===== config.mk =====
export PLATFORM = sky130hd
export DESIGN_NAME = controlador_combinacao_botoes
export DESIGN_NICKNAME = d
export VERILOG_FILES = /design/src/rtl/controlador_combinacao_botoes.sv
export SDC_FILE = /design/constraint.sdc
export NUM_CORES = 1
export LEC_CHECK = 0
export CORE_ASPECT_RATIO = 0.6
export CORE_MARGIN = 5
export CORE_UTILIZATION = 60
export CTS_CLUSTER_SIZE = 30
export DETAILED_ROUTE_END_ITERATION = 10
export PLACE_DENSITY = 0.8
export SYNTH_ARGS = -nofsm -noshare
export SYNTH_HDL_FRONTEND = slang
export SYNTH_SLANG_ARGS = --single-unit

===== constraint.sdc =====
create_clock -name clk -period 2.24 [get_ports clk]
set_input_delay 0.224 -clock clk [delete_from_list [all_inputs] [get_ports clk]]
set_output_delay 0.224 -clock clk [all_outputs]
set_load 0.01 [all_outputs]

===== src/rtl/controlador_combinacao_botoes.sv =====
// Button-combination decoder: sync + debounce per button, window-based grouping, one-hot output.
// Define COMBINACAO_RETENCAO_EN to hold the last combination through IDLE (default: level mode).
module controlador_combinacao_botoes #(
  parameter int N_BOTOES        = 2,
  parameter int DEBOUNCE_CICLOS = 250000,
  parameter int JANELA_CICLOS   = 2500000
) (
  input  logic                      clk,
  input  logic                      rst,
  input  logic [N_BOTOES-1:0]       b_in,
  output logic [2**N_BOTOES-2:0]    estado,
  output logic [N_BOTOES-1:0]       mascara,
  output logic                      evento,
  output logic                      ocupado
);

  localparam int NE = 2**N_BOTOES - 1;
  localparam int CW = $clog2(DEBOUNCE_CICLOS + 1);
  localparam int JW = $clog2(JANELA_CICLOS + 1);
  localparam logic [CW-1:0] DB_FIM = CW'(DEBOUNCE_CICLOS - 1);
  localparam logic [JW-1:0] JN_FIM = JW'(JANELA_CICLOS - 1);

`ifdef COMBINACAO_RETENCAO_EN
  localparam bit RETENCAO = 1'b1;
`else
  localparam bit RETENCAO = 1'b0;
`endif

  typedef enum logic [1:0] {IDLE, COLETA, FIXO} fsm_t;

  logic [N_BOTOES-1:0] sync1_q, sync1_d, sync2_q, sync2_d, db_q, db_d;
  logic [CW-1:0]       db_cnt_q [N_BOTOES];
  logic [CW-1:0]       db_cnt_d [N_BOTOES];
  fsm_t                fsm_q, fsm_d;
  logic [N_BOTOES-1:0] acc_q, acc_d, mascara_q, mascara_d, comb_nova;
  logic [JW-1:0]       cnt_q, cnt_d;
  logic [NE-1:0]       estado_q, estado_d;
  logic                evento_q, evento_d, ocupado_q, ocupado_d;

  function automatic logic [NE-1:0] um_quente(input logic [N_BOTOES-1:0] m);
    logic [NE-1:0] r;
    for (int i = 0; i < NE; i++) r[i] = (m == N_BOTOES'(i + 1));
    return r;
  endfunction

  always_comb begin
    sync1_d  = b_in;
    sync2_d  = sync1_q;
    db_d     = db_q;
    db_cnt_d = db_cnt_q;
    for (int i = 0; i < N_BOTOES; i++) begin
      if (sync2_q[i] == db_q[i]) begin
        db_cnt_d[i] = '0;
      end else if (db_cnt_q[i] == DB_FIM) begin
        db_cnt_d[i] = '0;
        db_d[i]     = ~db_q[i];
      end else begin
        db_cnt_d[i] = db_cnt_q[i] + CW'(1);
      end
    end
  end

  always_comb begin
    comb_nova = acc_q | db_q;
    fsm_d     = fsm_q;
    acc_d     = acc_q;
    cnt_d     = cnt_q;
    estado_d  = estado_q;
    mascara_d = mascara_q;
    evento_d  = 1'b0;
    case (fsm_q)
      IDLE: begin
        if (!RETENCAO) begin
          estado_d  = '0;
          mascara_d = '0;
        end
        if (db_q != '0) begin
          fsm_d = COLETA;
          acc_d = db_q;
          cnt_d = '0;
        end
      end
      COLETA: begin
        acc_d = comb_nova;
        cnt_d = cnt_q + JW'(1);
        // window expiry or full release both close the collection
        if (cnt_q == JN_FIM || db_q == '0) begin
          mascara_d = comb_nova;
          estado_d  = um_quente(comb_nova);
          evento_d  = 1'b1;
          fsm_d     = (db_q != '0) ? FIXO : IDLE;
        end
      end
      FIXO: begin
        if (db_q == '0) begin
          fsm_d = IDLE;
          if (!RETENCAO) begin
            estado_d  = '0;
            mascara_d = '0;
          end
        end
      end
      default: fsm_d = IDLE;
    endcase
    ocupado_d = (fsm_d != IDLE);
  end

  always_ff @(posedge clk) begin
    if (rst) begin
      sync1_q   <= '0;
      sync2_q   <= '0;
      db_q      <= '0;
      for (int i = 0; i < N_BOTOES; i++) db_cnt_q[i] <= '0;
      fsm_q     <= IDLE;
      acc_q     <= '0;
      cnt_q     <= '0;
      estado_q  <= '0;
      mascara_q <= '0;
      evento_q  <= 1'b0;
      ocupado_q <= 1'b0;
    end else begin
      sync1_q   <= sync1_d;
      sync2_q   <= sync2_d;
      db_q      <= db_d;
      db_cnt_q  <= db_cnt_d;
      fsm_q     <= fsm_d;
      acc_q     <= acc_d;
      cnt_q     <= cnt_d;
      estado_q  <= estado_d;
      mascara_q <= mascara_d;
      evento_q  <= evento_d;
      ocupado_q <= ocupado_d;
    end
  end

  assign estado  = estado_q;
  assign mascara = mascara_q;
  assign evento  = evento_q;
  assign ocupado = ocupado_q;

endmodule


Word level (Yosys, flattened, before mapping)
Cells that the tools add are included.

$lt $le $gt $ge: 0. Add/sub/neg operators: 3. Reduce and logical (&&, ||, !) cells: 14. Equal/unequal tests: 13. Bitwise logic cells: 6. Divide/modulo/power cells: 0. Shifts and indexed selects: 0. Multiply operators: 0. Muxes and demuxes: 16.

Operators with widths (number): $pmux 22 s2 (1); $add 18x1->18 const B (2); $eq 18x18->1 const B (2); $add 22x1->22 const B (1); $eq 22x22->1 const B (1); $mux 22 (1); $mux 2 (7); $pmux 2 s3 (2); $pmux 3 s3 (1); $eq 2x2->1 const B (3); $mux 3 (2); $ne 2x2->1 const B (3); $reduce_and 2->1 (3); $reduce_bool 2->1 (3); $reduce_or 3->1 (2); $not 1->1 (5); $eq 2x1->1 const B (2); $logic_not 2->1 (2); $pmux 2 s2 (1); $reduce_and 3->1 (1); $reduce_bool 3->1 (1); $eq 1x1->1 (2); $or 2x2->2 (1); $reduce_or 2->1 (1); 2 further kinds (2).

Bits in registers: 75. Latch bits: 0. Memories: 0. Bits in writable memories: 0. ROM bits: 0. Word-level logic and storage cells: 65.

Logic depth before layout (Yosys ltp)
Depth after elaboration: 5. Depth in mapped cells: 6.

Worst setup path after synthesis
OpenSTA, ideal clock, no wires.

Kind: register -> register. Start: reg db_cnt_q[11] (netlist bit). End: reg db_cnt_q[9] (netlist bit). Path slack: 306 ps. Arrival: 1820 ps. Period minus slack after synthesis: 1934 ps. Path buffers: 1. Cell stages (with the launch flop): 6. Cells stage by stage: dfxtp_1 -> or4b_2 -> or4_4 -> o21ai_4 -> buf_6 -> nor2_1.

Longest elaborated chain between the ends: 2.

Ends and longest elaborated chain: from (decl) (line 32) `logic [CW-1:0] db_cnt_q [N_BOTOES];`; from (signal assigned) (line 125) `db_cnt_q <= db_cnt_d;`; $eq 18x18->1 (line 54) `end else if (db_cnt_q[i] == DB_FIM) begin`; $reduce_or 3->1 (no line).

No other way between the ends. A chain may end at the register's enable or synchronous reset.

Worst setup path after layout
Start: reg db_cnt_q[11] (netlist bit). End: reg db_cnt_q[12] (netlist bit).

Longest elaborated chain between the ends: 2.

Ends and longest elaborated chain: branches (longest 2 deep; another with $add 18x1->18).

Several ways; the timed one is not identified.

==> out/metrics.cfg <==
[run_status]
status=finished clean

[global_routing]
grt.overflow.total=0
antenna_found_initial=0
grt_pass1_vias=2525
grt_start_max_net_pins=22
grt.total_usage=0.205
grt_pass1_wl_mm=11.9

[critical_path]
path_class=reg2reg
start_kind=flip-flop
cp.required_ps=2460
cp_max_fo=17
r2r_cells=4
cp-end-kind=flip-flop
cp.arrival_ps=2350

[sta]
setup_viol=0
worst_pin_slew_ps=592
timing.final.crit_share=0.951
setup_ws_ps=109
drv_slew=0
max_freq_ghz=0.469
skew_ps=8.56
whs_ps=441
rsz0062_at_grt=no
setup-tns-final_ps=0
relSlewSlack=0.602
final_hold_viol_count=0
min_period_ps=2130

[power]
power_switching_mw=0.529
intPower_mw=2.01
comb_power_share=0.015
p_per_area_nw_per_um2=659
vdd_drop_max_uv=347
p_seq_frac=0.528
switching_share=0.208
total_power_mw=2.54
p_leak_nw=1.18
clkPwrFrac=0.457

[logic_synthesis]
yosysWarningCount=0
synth_top_area_frac=0.435
syn_avg_cell_area_um2=8.83
synthArstFlopShare=0
yosys-top-cells-area=dfxtp_1 43%, xnor2_1 6.9%, nor2_1 5.0%
synth_area_leader_cell=dfxtp_1
yosysSeqAreaShare=0.435
synthCells=391
synth-seq-cells=75
synth.distinct_cells=47
ys.flop_type=dfxtp_1
syn_area_um2=3450
synth_edf_count=0
synth_nets=398

[clock_network]
ctsHoldBuffers=0
cts_tree=yes
cts_resized=0
insertion_delay_ps=350
clock-sinks=75
cts_max_level=3
cts_buffer_depth=2
cts_buffers=9
cts_setup_buffers=0
clk_pin_slew_worst_paths_ps=80
cts_root_buf=clkbuf_8

[detailed_routing]
ant_nets=0
drt-initial-drc-count=190
drt_wl_total_mm=6.94
wl_per_cell_um=14.2
drc=0
vias=2843
vias_per_cell=5.81
dr.pass1.iters=4

[min_path]
hold_path.class=in2reg
whs_path_depth=2

[cells_and_area]
syn_to_final_growth_pct=11.5
fin_cells=489
drive_gt1_frac=0.0905
fin_nets=411
fillCellCount=462
diodes=0
postLayoutCellArea_um2=3850
utilization=0.691

[place]
hpwl_mm=4.99
placed_cell_area_um2=3620
port_buffers=10
gp_congestion=0.785
post-place-ws_ps=107
dp.cells=473

[die]
dieArea_um2=7420
row_count=21
core-area_um2=5570
fp.dieH_um=68.8
ios=11
initial_utilization=0.620
die_x_um=108

[run]
drv_cap=0

[power groups by stage]
stage | sequential [mW] | combinational, mW | clock [mW]
after floorplan | 1.37 | 0.0264 | 0
after global placement | 1.37 | 0.0373 | 0
after detailed placement | 1.37 | 0.0376 | 0
after CTS | 1.34 | 0.0379 | 1.19
after global routing | 1.34 | 0.0413 | 1.25
final | 1.34 | 0.0378 | 1.16
[synth_stat cells, drive strengths merged (10+ instances only)]
library cell	instances
nor2	46
clkbuf	10
dfxtp	75
or3	18
or4	14
nor2b	10
nand4	13
nand2	17
xnor2	27
nand3	20
inv	11
o31ai	10
o21ai	19
a21oi	28
[path summary, 6_finish.rpt]
check	start	slack (ps)	to
worst max-delay path	db_cnt_q[11]$_SDFF_PP0_	110	db_cnt_q[12]$_SDFF_PP0_
worst min-delay path	b_in[0]	440	sync1_q[0]$_SDFF_PP0_
worst max register to register	db_cnt_q[11]$_SDFF_PP0_	110	db_cnt_q[12]$_SDFF_PP0_
worst min register to register	sync1_q[0]$_SDFF_PP0_	440	sync2_q[0]$_SDFF_PP0_
[layout by cell type (no fill, tap or decap), drive strengths merged, types with 2 or more instances in the layout]
cell type	netlist	routed
or4	14	14
nand2	17	17
nor3	8	8
bufinv	0	2
or3	18	18
and4	3	3
mux2	3	3
nor4	7	7
nor3b	2	2
dfxtp	75	75
nor2b	10	10
o21ai	19	19
or4b	3	3
nand3	20	20
clkbuf	10	10
xor2	4	4
or2	2	2
and3	6	6
clkdlybuf4s50	0	10
nand2b	5	5
nor4bb	2	2
a21oi	28	28
mux2i	2	2
nand4	13	13
clkinvlp	0	2
and2	2	2
o31ai	10	10
inv	11	11
nor4b	5	5
nor2	46	46
xnor2	27	27
a22o	2	2
ha	3	3
buf	6	8
clkinv	0	2
[kinds of logic after synthesis]
| group | Yosys count | share of synthesized area |
|---|---|---|
| compound gates | 64 | 0.114 |
| xor+xnor | 31 | 0.0787 |
| fa+ha+maj | 3 | 0.0109 |
| buf+inv | 27 | 0.0417 |
| flops | 75 | 0.435 |
| mux | 5 | 0.0156 |
| simple gates | 186 | 0.304 |
[registers in the layout, summed over array words and instances (netlist names)]
| signal | count |
|---|---|
| sync2_q | 2 |
| db_q | 2 |
| sync1_q | 2 |
| cnt_q | 22 |
| fsm_q | 2 |
| estado | 3 |
| ocupado | 1 |
| mascara | 2 |
| evento | 1 |
| acc_q | 2 |
| db_cnt_q | 36 |
[metal layers]
layer / global-route usage / part of all wire
met1: 0.296 / 0.53
met2: 0.300 / 0.40
met3: 0.0567 / 0.064
met4: 0.0614 / 0.0084
met5: 0 / 0
[final cells by class]
type                    instances  area (µm²)  area share
inverters                      11        41.3      0.0107
multi-input cells             289        1810       0.469
clock buffers                  10         138      0.0358
well taps                      80         100      0.0260
clock inverters                 6        88.8      0.0231
repair buffers                 18         173      0.0449
flip-flops and latches         75        1500       0.390
[worst max-delay path: stages (launching register included)]
cell     delay (ps)
dfxtp_1         340
or4b_2          680
or4_4           470
o21ai_4         400
nor2_1          110
No activity file was read; power rests on OpenSTA's default activity.
